===== src/rtl/mdu_sequencer.sv =====
// mdu_sequencer: iterative RV32M multiply/divide unit for the execute stage.
// Multiplies use shift-add, divides use restoring shift-subtract, one bit per
// clock. The start/busy/done handshake lets the hazard logic stall the pipe.
//
// State table
//    state | meaning
//    IDLE  | waiting for start; operands and Funct3 latched on accept
//    PREP  | convert signed operands to magnitudes, record result sign
//    CALC  | one quotient/product bit per cycle, counter runs down to 0
//    FIN   | sign fixup, select the result half, pulse done on exit
//
// Ports
//    clk    : rising-edge clock
//    reset  : synchronous active-low reset
//    start  : request pulse, accepted only in IDLE
//    flush  : abort the in-flight operation
//    Funct3 : RV32M operation select
//    SrcA   : rs1 (multiplicand / dividend)
//    SrcB   : rs2 (multiplier / divisor)
//    busy   : operation in flight
//    done   : one-cycle pulse, Result valid
//    Result : final result, held until the next completion
module mdu_sequencer #(
   parameter int DATA_WIDTH = 32,
   parameter int CNT_WIDTH  = 6
) (
   input  logic                  clk,
   input  logic                  reset,
   input  logic                  start,
   input  logic                  flush,
   input  logic [2:0]            Funct3,
   input  logic [DATA_WIDTH-1:0] SrcA,
   input  logic [DATA_WIDTH-1:0] SrcB,
   output logic                  busy,
   output logic                  done,
   output logic [DATA_WIDTH-1:0] Result
);

   localparam int W = DATA_WIDTH;

   typedef enum logic [1:0] {IDLE, PREP, CALC, FIN} state_t;

   state_t             state;
   logic [2:0]         op;
   logic [W-1:0]       opa;
   logic [W-1:0]       opb;
   logic [2*W-1:0]     work;
   logic [CNT_WIDTH-1:0] cnt;
   logic               neg;
   logic               special;

   // special cases are resolved straight from the input operands
   logic               in_div0;
   logic               in_ovf;
   logic [W-1:0]       spec_val;

   always_comb begin
      in_div0  = Funct3[2] && (SrcB == '0);
      in_ovf   = Funct3[2] && !Funct3[0] &&
                 (SrcA == {1'b1, {(W-1){1'b0}}}) && (SrcB == '1);
      spec_val = '0;
      if (in_div0)
         spec_val = Funct3[1] ? SrcA : '1;
      else if (in_ovf)
         spec_val = Funct3[1] ? '0 : SrcA;
   end

   // operand signedness from the latched opcode
   logic a_signed;
   logic b_signed;
   logic sa;
   logic sb;

   always_comb begin
      a_signed = (op == 3'b001) || (op == 3'b010) || (op == 3'b100) || (op == 3'b110);
      b_signed = (op == 3'b001) || (op == 3'b100) || (op == 3'b110);
      sa       = a_signed && opa[W-1];
      sb       = b_signed && opb[W-1];
   end

   // one iteration step; work holds {acc/remainder, multiplier/quotient}
   logic [W:0]     mul_sum;
   logic [2*W-1:0] mul_next;
   logic [W:0]     rem_sh;
   logic [W:0]     trial;
   logic [2*W-1:0] div_next;

   always_comb begin
      mul_sum  = {1'b0, work[2*W-1:W]} + (work[0] ? {1'b0, opa} : '0);
      mul_next = {mul_sum, work[W-1:1]};
      rem_sh   = work[2*W-1:W-1];
      trial    = rem_sh - {1'b0, opb};
      // a borrow out of the trial subtract means the divisor did not fit
      if (trial[W])
         div_next = {rem_sh[W-1:0], work[W-2:0], 1'b0};
      else
         div_next = {trial[W-1:0], work[W-2:0], 1'b1};
   end

   // sign fixup and result selection
   logic [2*W-1:0] prod_fix;
   logic [W-1:0]   lo_fix;
   logic [W-1:0]   hi_fix;
   logic [W-1:0]   fin_val;

   always_comb begin
      prod_fix = neg ? -work : work;
      lo_fix   = neg ? -work[W-1:0] : work[W-1:0];
      hi_fix   = neg ? -work[2*W-1:W] : work[2*W-1:W];
      fin_val  = '0;
      if (special)
         fin_val = work[W-1:0];
      else begin
         case (op)
            3'b000:                 fin_val = prod_fix[W-1:0];
            3'b001, 3'b010, 3'b011: fin_val = prod_fix[2*W-1:W];
            3'b100, 3'b101:         fin_val = lo_fix;
            default:                fin_val = hi_fix;
         endcase
      end
   end

   always_ff @(posedge clk) begin
      if (!reset) begin
         state   <= IDLE;
         op      <= '0;
         opa     <= '0;
         opb     <= '0;
         work    <= '0;
         cnt     <= '0;
         neg     <= 1'b0;
         special <= 1'b0;
         busy    <= 1'b0;
         done    <= 1'b0;
         Result  <= '0;
      end else begin
         done <= 1'b0;
         // the completing edge out of FIN still delivers its result
         if (flush && state != FIN) begin
            state <= IDLE;
            busy  <= 1'b0;
         end else begin
            case (state)
               IDLE: begin
                  if (start) begin
                     op   <= Funct3;
                     opa  <= SrcA;
                     opb  <= SrcB;
                     busy <= 1'b1;
                     if (in_div0 || in_ovf) begin
                        special <= 1'b1;
                        work    <= {{W{1'b0}}, spec_val};
                        state   <= FIN;
                     end else begin
                        special <= 1'b0;
                        state   <= PREP;
                     end
                  end
               end
               PREP: begin
                  opa   <= sa ? -opa : opa;
                  opb   <= sb ? -opb : opb;
                  // remainder takes the dividend sign, everything else the xor
                  neg   <= (op[2] && op[1]) ? sa : (sa ^ sb);
                  work  <= {{W{1'b0}}, op[2] ? (sa ? -opa : opa) : (sb ? -opb : opb)};
                  cnt   <= CNT_WIDTH'(W);
                  state <= CALC;
               end
               CALC: begin
                  work <= op[2] ? div_next : mul_next;
                  cnt  <= cnt - CNT_WIDTH'(1);
                  if (cnt == CNT_WIDTH'(1))
                     state <= FIN;
               end
               FIN: begin
                  Result <= fin_val;
                  done   <= 1'b1;
                  busy   <= 1'b0;
                  state  <= IDLE;
               end
               default: state <= IDLE;
            endcase
         end
      end
   end

endmodule


===== config.mk =====
export PLATFORM = sky130hd
export DESIGN_NAME = mdu_sequencer
export DESIGN_NICKNAME = d
export VERILOG_FILES = /design/src/rtl/mdu_sequencer.sv
export SDC_FILE = /design/constraint.sdc
export NUM_CORES = 1
export LEC_CHECK = 0
export ABC_AREA = 0
export CAP_MARGIN = 20
export CORE_MARGIN = 2
export CORE_UTILIZATION = 45
export CTS_CLUSTER_DIAMETER = 30
export DETAILED_ROUTE_END_ITERATION = 16
export MAX_ROUTING_LAYER = met4
export PLACE_DENSITY_LB_ADDON = 0.2
export SKIP_CTS_REPAIR_TIMING = 1
export SLEW_MARGIN = 25
export SYNTH_ARGS = -nofsm -noshare
export SYNTH_HDL_FRONTEND = slang
export SYNTH_SLANG_ARGS = --single-unit

===== constraint.sdc =====
create_clock -name clk -period 9.8 [get_ports clk]
set_input_delay 2.45 -clock clk [delete_from_list [all_inputs] [get_ports clk]]
set_output_delay 2.45 -clock clk [all_outputs]
set_load 0.005 [all_outputs]

==> results of run 1 <==
tightest hold or removal path, cell delays in order (launching register included):
cell and delay [ns]:
dfxtp_1 0.33, nand2_1 0.05, o21ai_0 0.05
logic make-up after synthesis:
family	Yosys count
flops	175
xor+xnor	150
simple gates	787
buf+inv	255
mux	71
compound gates	842
fa+ha+maj	76
routing by layer:
metal	track usage, %	vias up	wire length, um
li1	-	8646	-
met1	49.9	8877	30400
met2	55.9	1054	31000
met3	7.29	138	7400
met4	15.5	0	3020
met5	-	-	0
Yosys cell counts (all sizes together) (6+ instances only):
library cell	count	area [um^2]
a21oi	263	1320
nand2	216	811
nor2	213	800
o21ai	179	900
dfxtp	175	3500
clkbuf	152	571
xnor2	100	876
inv	80	300
ha	74	926
nor3	66	330
mux2i	64	641
and2	58	363
xor2	50	438
o22ai	47	294
o31ai	46	350
or3	43	274
a211oi	39	293
nand3	32	160
a21o	30	225
a31oi	30	203
o211ai	30	225
nand4	29	181
nor4	27	169
a22oi	25	188
or4	23	176
buf	19	101
nand2b	18	113
o221ai	17	149
o41ai	17	156
nand3b	16	120
o21a	13	97.6
a22o	12	105
nor2b	11	68.8
o31a	10	87.6
a2111oi	9	80.1
o21bai	9	67.6
or2	9	56.3
a221oi	8	70.1
and3	8	50.1
nor3b	8	60.1
a211o	7	61.3
mux2	7	78.8
a41oi	6	52.6
o2111ai	6	52.6
stage by stage:
stage	power, uW	util (%)
finish	2210	50.5
global route	2290	50.4
CTS	2180	50.4
detailed placement	1510	48.9
global placement	1500	48.9
floorplan	1260	-
registers in the layout, summed over array words and instances (netlist names):
register / cells
Result: 32
special: 1
neg: 1
opa: 32
done: 1
busy: 1
opb: 32
op: 3
state: 2
cnt: 6
work: 64
power breakdown:
part           internal (uW)  switching (uW)
sequential               740            46.8
combinational            250             479
clock                    364             326
layout make-up:
class / instances / area, um^2 / share of cell area, %
timing repair buffer: 132 / 1250 / 6.76
multi-input combinational: 1926 / 12200 / 66.2
tap: 468 / 586 / 3.18
inverter: 84 / 315 / 1.71
clock inverter: 12 / 109 / 0.591
clock buffer: 19 / 453 / 2.46
antenna: 1 / 2.50 / 0.0136
sequential: 175 / 3510 / 19.0
final timing paths:
path                      to  slack, ns       start  cells past startpoint
setup / recovery    work[55]       3.41     SrcB[7]                     10
hold / removal    Result[15]       0.46  Result[15]                      2
setup reg to reg    work[57]       5.29     work[0]                     14
hold reg to reg   Result[15]       0.46  Result[15]                      2
==> out/metrics.cfg, run 1 <==
[global_routing]
grt_pass1_wl_mm = 107
grt_antenna_before_repair = 0
grt_pass1_vias = 17000
grt_max_degree = 89
globalRouteTotalUtil_pct = 37.6
grt_overflow_total = 0

[logic_synthesis]
synthArstFlopShare_pct = 0
synthSimpleGateAreaFrac_pct = 23.0
syn_nets = 2503
synth_warnings = 0
synth_seq_cells = 175
synth_xor_area_share_pct = 7.89
synth_top_family_by_area = compound AO/OA/AOI/OAI gates
muxShareOfSynthArea_pct = 4.32
synth_area_per_cell_um2 = 7.07
synth_edf_count = 0
yosys.area_share.adder_pct = 5.80
synth-compound-area-share_pct = 32.1
syn_area_mm2 = 0.0167
syn_inst = 2356
synthDistinctLibCells = 82
synth_top_flop_cell = dfxtp_1
synth-seq-area-share_pct = 21.0

[floorplanning]
placeableCoreArea_mm2 = 0.0365
start_util_pct = 45.6
die_w_um = 196
dieHeight_um = 196
rows = 70
dieArea_mm2 = 0.0386
pin_count = 105

[worst_setup_path]
worstPathRequired_ns = 10.17
end_kind = flop
cp_slowest_cell = nor3b_1
startpoint_type = input pin
worstSetupPathType = input pin to flop
worst-path-buf-inv = 1
cp_max_fo = 17
arrival_ns = 6.76
max_stage_delay_ns = 0.80
crit_path_cell_trace = clkdlybuf4s50_1 > nor4b_1 > nand4_1 > nor4_1 > a211o_1 > nor3b_1 > nand2_1 > nor2_1 > a22oi_1 > o211ai_1
crit_family = simple AND/OR/NAND/NOR gates

[pwr]
p_per_area_mw_per_mm2 = 120
power.leakage_uw = 0.00687
ir_drop_v = 0.000116

[sta]
tns_ns = 0
setup_viol = 0
rsz0062_at_grt = no
max_slew.worst_pin.slew_ns = 1.14
timing.final.crit_share_pct = 65.2
final-hold-violation-count = 0
skew_ns = 0.0230
holdWs_ns = 0.459
finalCriticalPeriod_ns = 6.39
setup_slack_ns = 3.41
max_freq_mhz = 157
slew_headroom_pct = 23.8
maxSlewViolCount = 0

[clock_network]
cts_tree = yes
clock_latency_ns = 0.46
cts-htree-levels = 4
clock_tree.buffer_depth = 2
cts_buffers = 17
root_buffer = clkbuf_16
clkTransAtPathRegs_ns = 0.07
cts_num_sinks = 175

[run_status]
status = completed

[route]
final_antenna_net_count = 0
wl_mm = 71.8
vias_per_cell = 6.64
dr.pass1.iters = 6
drt_iter0_drc = 2138
vias = 18700
drc = 0
detail_route.wl_per_cell_um = 25.5

[hold_path]
hold_class = flop to flop

[cells_and_area]
fin_nets = 2483
final_cell_mix = 262 x a21oi_1, 216 x nand2_1, 212 x nor2_1, 174 x o21ai_0, 173 x dfxtp_1
synthToLayoutAreaGrowth_pct = 10.7
layout_commonest_cell = a21oi_1
stdcell_count = 2817
drive_gt1_share_pct = 4.22
stdcell_area_mm2 = 0.0184
nFillCells = 3767

[placed_design]
dp_cells = 2785
placed_area_mm2 = 0.0179
gp_congestion = 1.04
numPortBuffers = 104
hpwl_mm = 55.6
place_ws_ns = 3.10

[flow_run]
maxCapViolCount = 0

Power figures use the tool's default switching activity.
==> run 2: changes to the inputs <==
==> constraint.sdc (replaced) <==
create_clock -name clk -period 6.1 [get_ports clk]
set_input_delay 1.525 -clock clk [delete_from_list [all_inputs] [get_ports clk]]
set_output_delay 1.525 -clock clk [all_outputs]
set_load 0.005 [all_outputs]
==> out/metrics.cfg, run 2 (synthesis results as in run 1) <==
[worst_setup_path]
max_stage_delay_ns = 0.62
crit_family = simple AND/OR/NAND/NOR gates
startpoint_type = input pin
worstPathRequired_ns = 6.49
worst-path-buf-inv = 2
critical_path.startpoint = SrcA[7]
cp_max_fo = 17
crit_path_cell_trace = clkdlybuf4s50_1 > nor4b_1 > nand4_1 > nor4_1 > a211o_1 > nor3b_1 > buf_4 > nand2_1 > nor2_1 > a22oi_1 > o211ai_1
cp_slowest_cell = nor4_1
reg2reg_from = work[32]
arrival_ns = 5.56
end_kind = flop
worstSetupPathType = input pin to flop

[sta]
skew_ns = 0.0138
finalCriticalPeriod_ns = 5.17
rsz0062_at_grt = no
final-hold-violation-count = 0
tns_ns = 0
max_slew.worst_pin.slew_ns = 1.04
setup_viol = 0
max_freq_mhz = 193
maxSlewViolCount = 0
slew_headroom_pct = 29.8
timing.final.crit_share_pct = 84.8

[clock_network]
clock_latency_ns = 0.48
clock_tree.buffer_depth = 2
root_buffer = clkbuf_16
cts_num_sinks = 175
cts_buffers = 17
cts_tree = yes
clkTransAtPathRegs_ns = 0.07
cts-htree-levels = 4

[floorplanning]
placeableCoreArea_mm2 = 0.0365
start_util_pct = 45.6
die_w_um = 196
dieArea_mm2 = 0.0386
dieHeight_um = 196
pin_count = 105
rows = 70

[cells_and_area]
antenna_cells = 0
final_cell_mix = 262 x a21oi_1, 216 x nand2_1, 212 x nor2_1, 174 x o21ai_0, 173 x dfxtp_1
fin_nets = 2487
drive_gt1_share_pct = 4.38
layout_commonest_cell = a21oi_1
final_core_util_pct = 50.6
largest_register_ff_count = 64
largest_register = work
synthToLayoutAreaGrowth_pct = 11.1
stdcell_count = 2821

[global_routing]
grt_pass1_vias = 16900
grt_pass1_wl_mm = 108
grt_antenna_before_repair = 0
grt_max_degree = 112
grt_overflow_total = 0
globalRouteTotalUtil_pct = 38.5

[placed_design]
numPortBuffers = 104
hpwl_mm = 56.6
dp_cells = 2789
gp_congestion = 0.991

[pwr]
power.leakage_uw = 0.00690
total_power_uw = 3600
ir_drop_v = 0.000215
p_per_area_mw_per_mm2 = 194

[route]
detail_route.wl_per_cell_um = 26.0
final_antenna_net_count = 0
dr.pass1.iters = 8
wl_mm = 73.5
vias_per_cell = 6.59
vias = 18600
drc = 0
drt_iter0_drc = 2432

[flow_run]
maxCapViolCount = 0

[run_status]
status = completed

[hold_path]
hold_start = opb[13]
hold_class = flop to flop

run 2: cell types whose count changed in the layout (fill, tap and decap cells not counted), sizes merged:
| cell | previous run | this run |
|---|---|---|
| inv | 84 | 85 |
| diode | 1 | 0 |
| buf | 29 | 33 |
| clkbuf | 19 | 18 |
| clkinv | 9 | 8 |
| clkinvlp | 2 | 3 |
| bufinv | 1 | 2 |
run 2: area by class of cell:
type                       instances  area (um^2)
clock inverter                    14          158
clock buffer                      18          429
tap                              468          586
timing repair buffer             136         1290
fill                            3678        18000
multi-input combinational       1926        12200
sequential                       175         3510
inverter                          84          318
run 2: tightest hold or removal path, cell delays in order (launching register included):
cell	delay (ns)
dfxtp_1	0.31
nand2_1	0.05
a21oi_1	0.05
run 2: final timing paths:
path | to | slack, ns | depth (start not counted)
min reg2reg | opb[13] | 0.46 | 2
max reg2reg | work[43] | 1.88 | 12
max | work[55] | 0.93 | 11
min | opb[13] | 0.46 | 2
run 2: metrics by stage:
step | hold slack [ns] | instance area [um^2] | setup slack [ns]
2_1_floorplan | 0.432 | 16700 | 2.12
3_3_place_gp | 0.440 | 17900 | 0.672
3_5_place_dp | 0.455 | 17900 | 0.713
4_1_cts | 0.463 | 18500 | 1.16
5_1_grt | 0.497 | 18500 | 0.829
6_report | 0.458 | 18500 | 0.930
run 2: per-layer routing:
metal,vias to the layer above,global-route usage [%],wire length (um)
met5,-,-,0
met4,0,17.0,3680
met3,167,6.86,6640
met2,934,57.2,31700
met1,8826,51.1,31400
li1,8656,-,-
run 2: power breakdown:
part / leakage (uW) / switching [uW] / internal [uW] / total (uW)
clock network: 0.000280 / 542 / 610 / 1150
registers: 0.00142 / 75.3 / 1190 / 1260
logic: 0.00520 / 776 / 404 / 1180
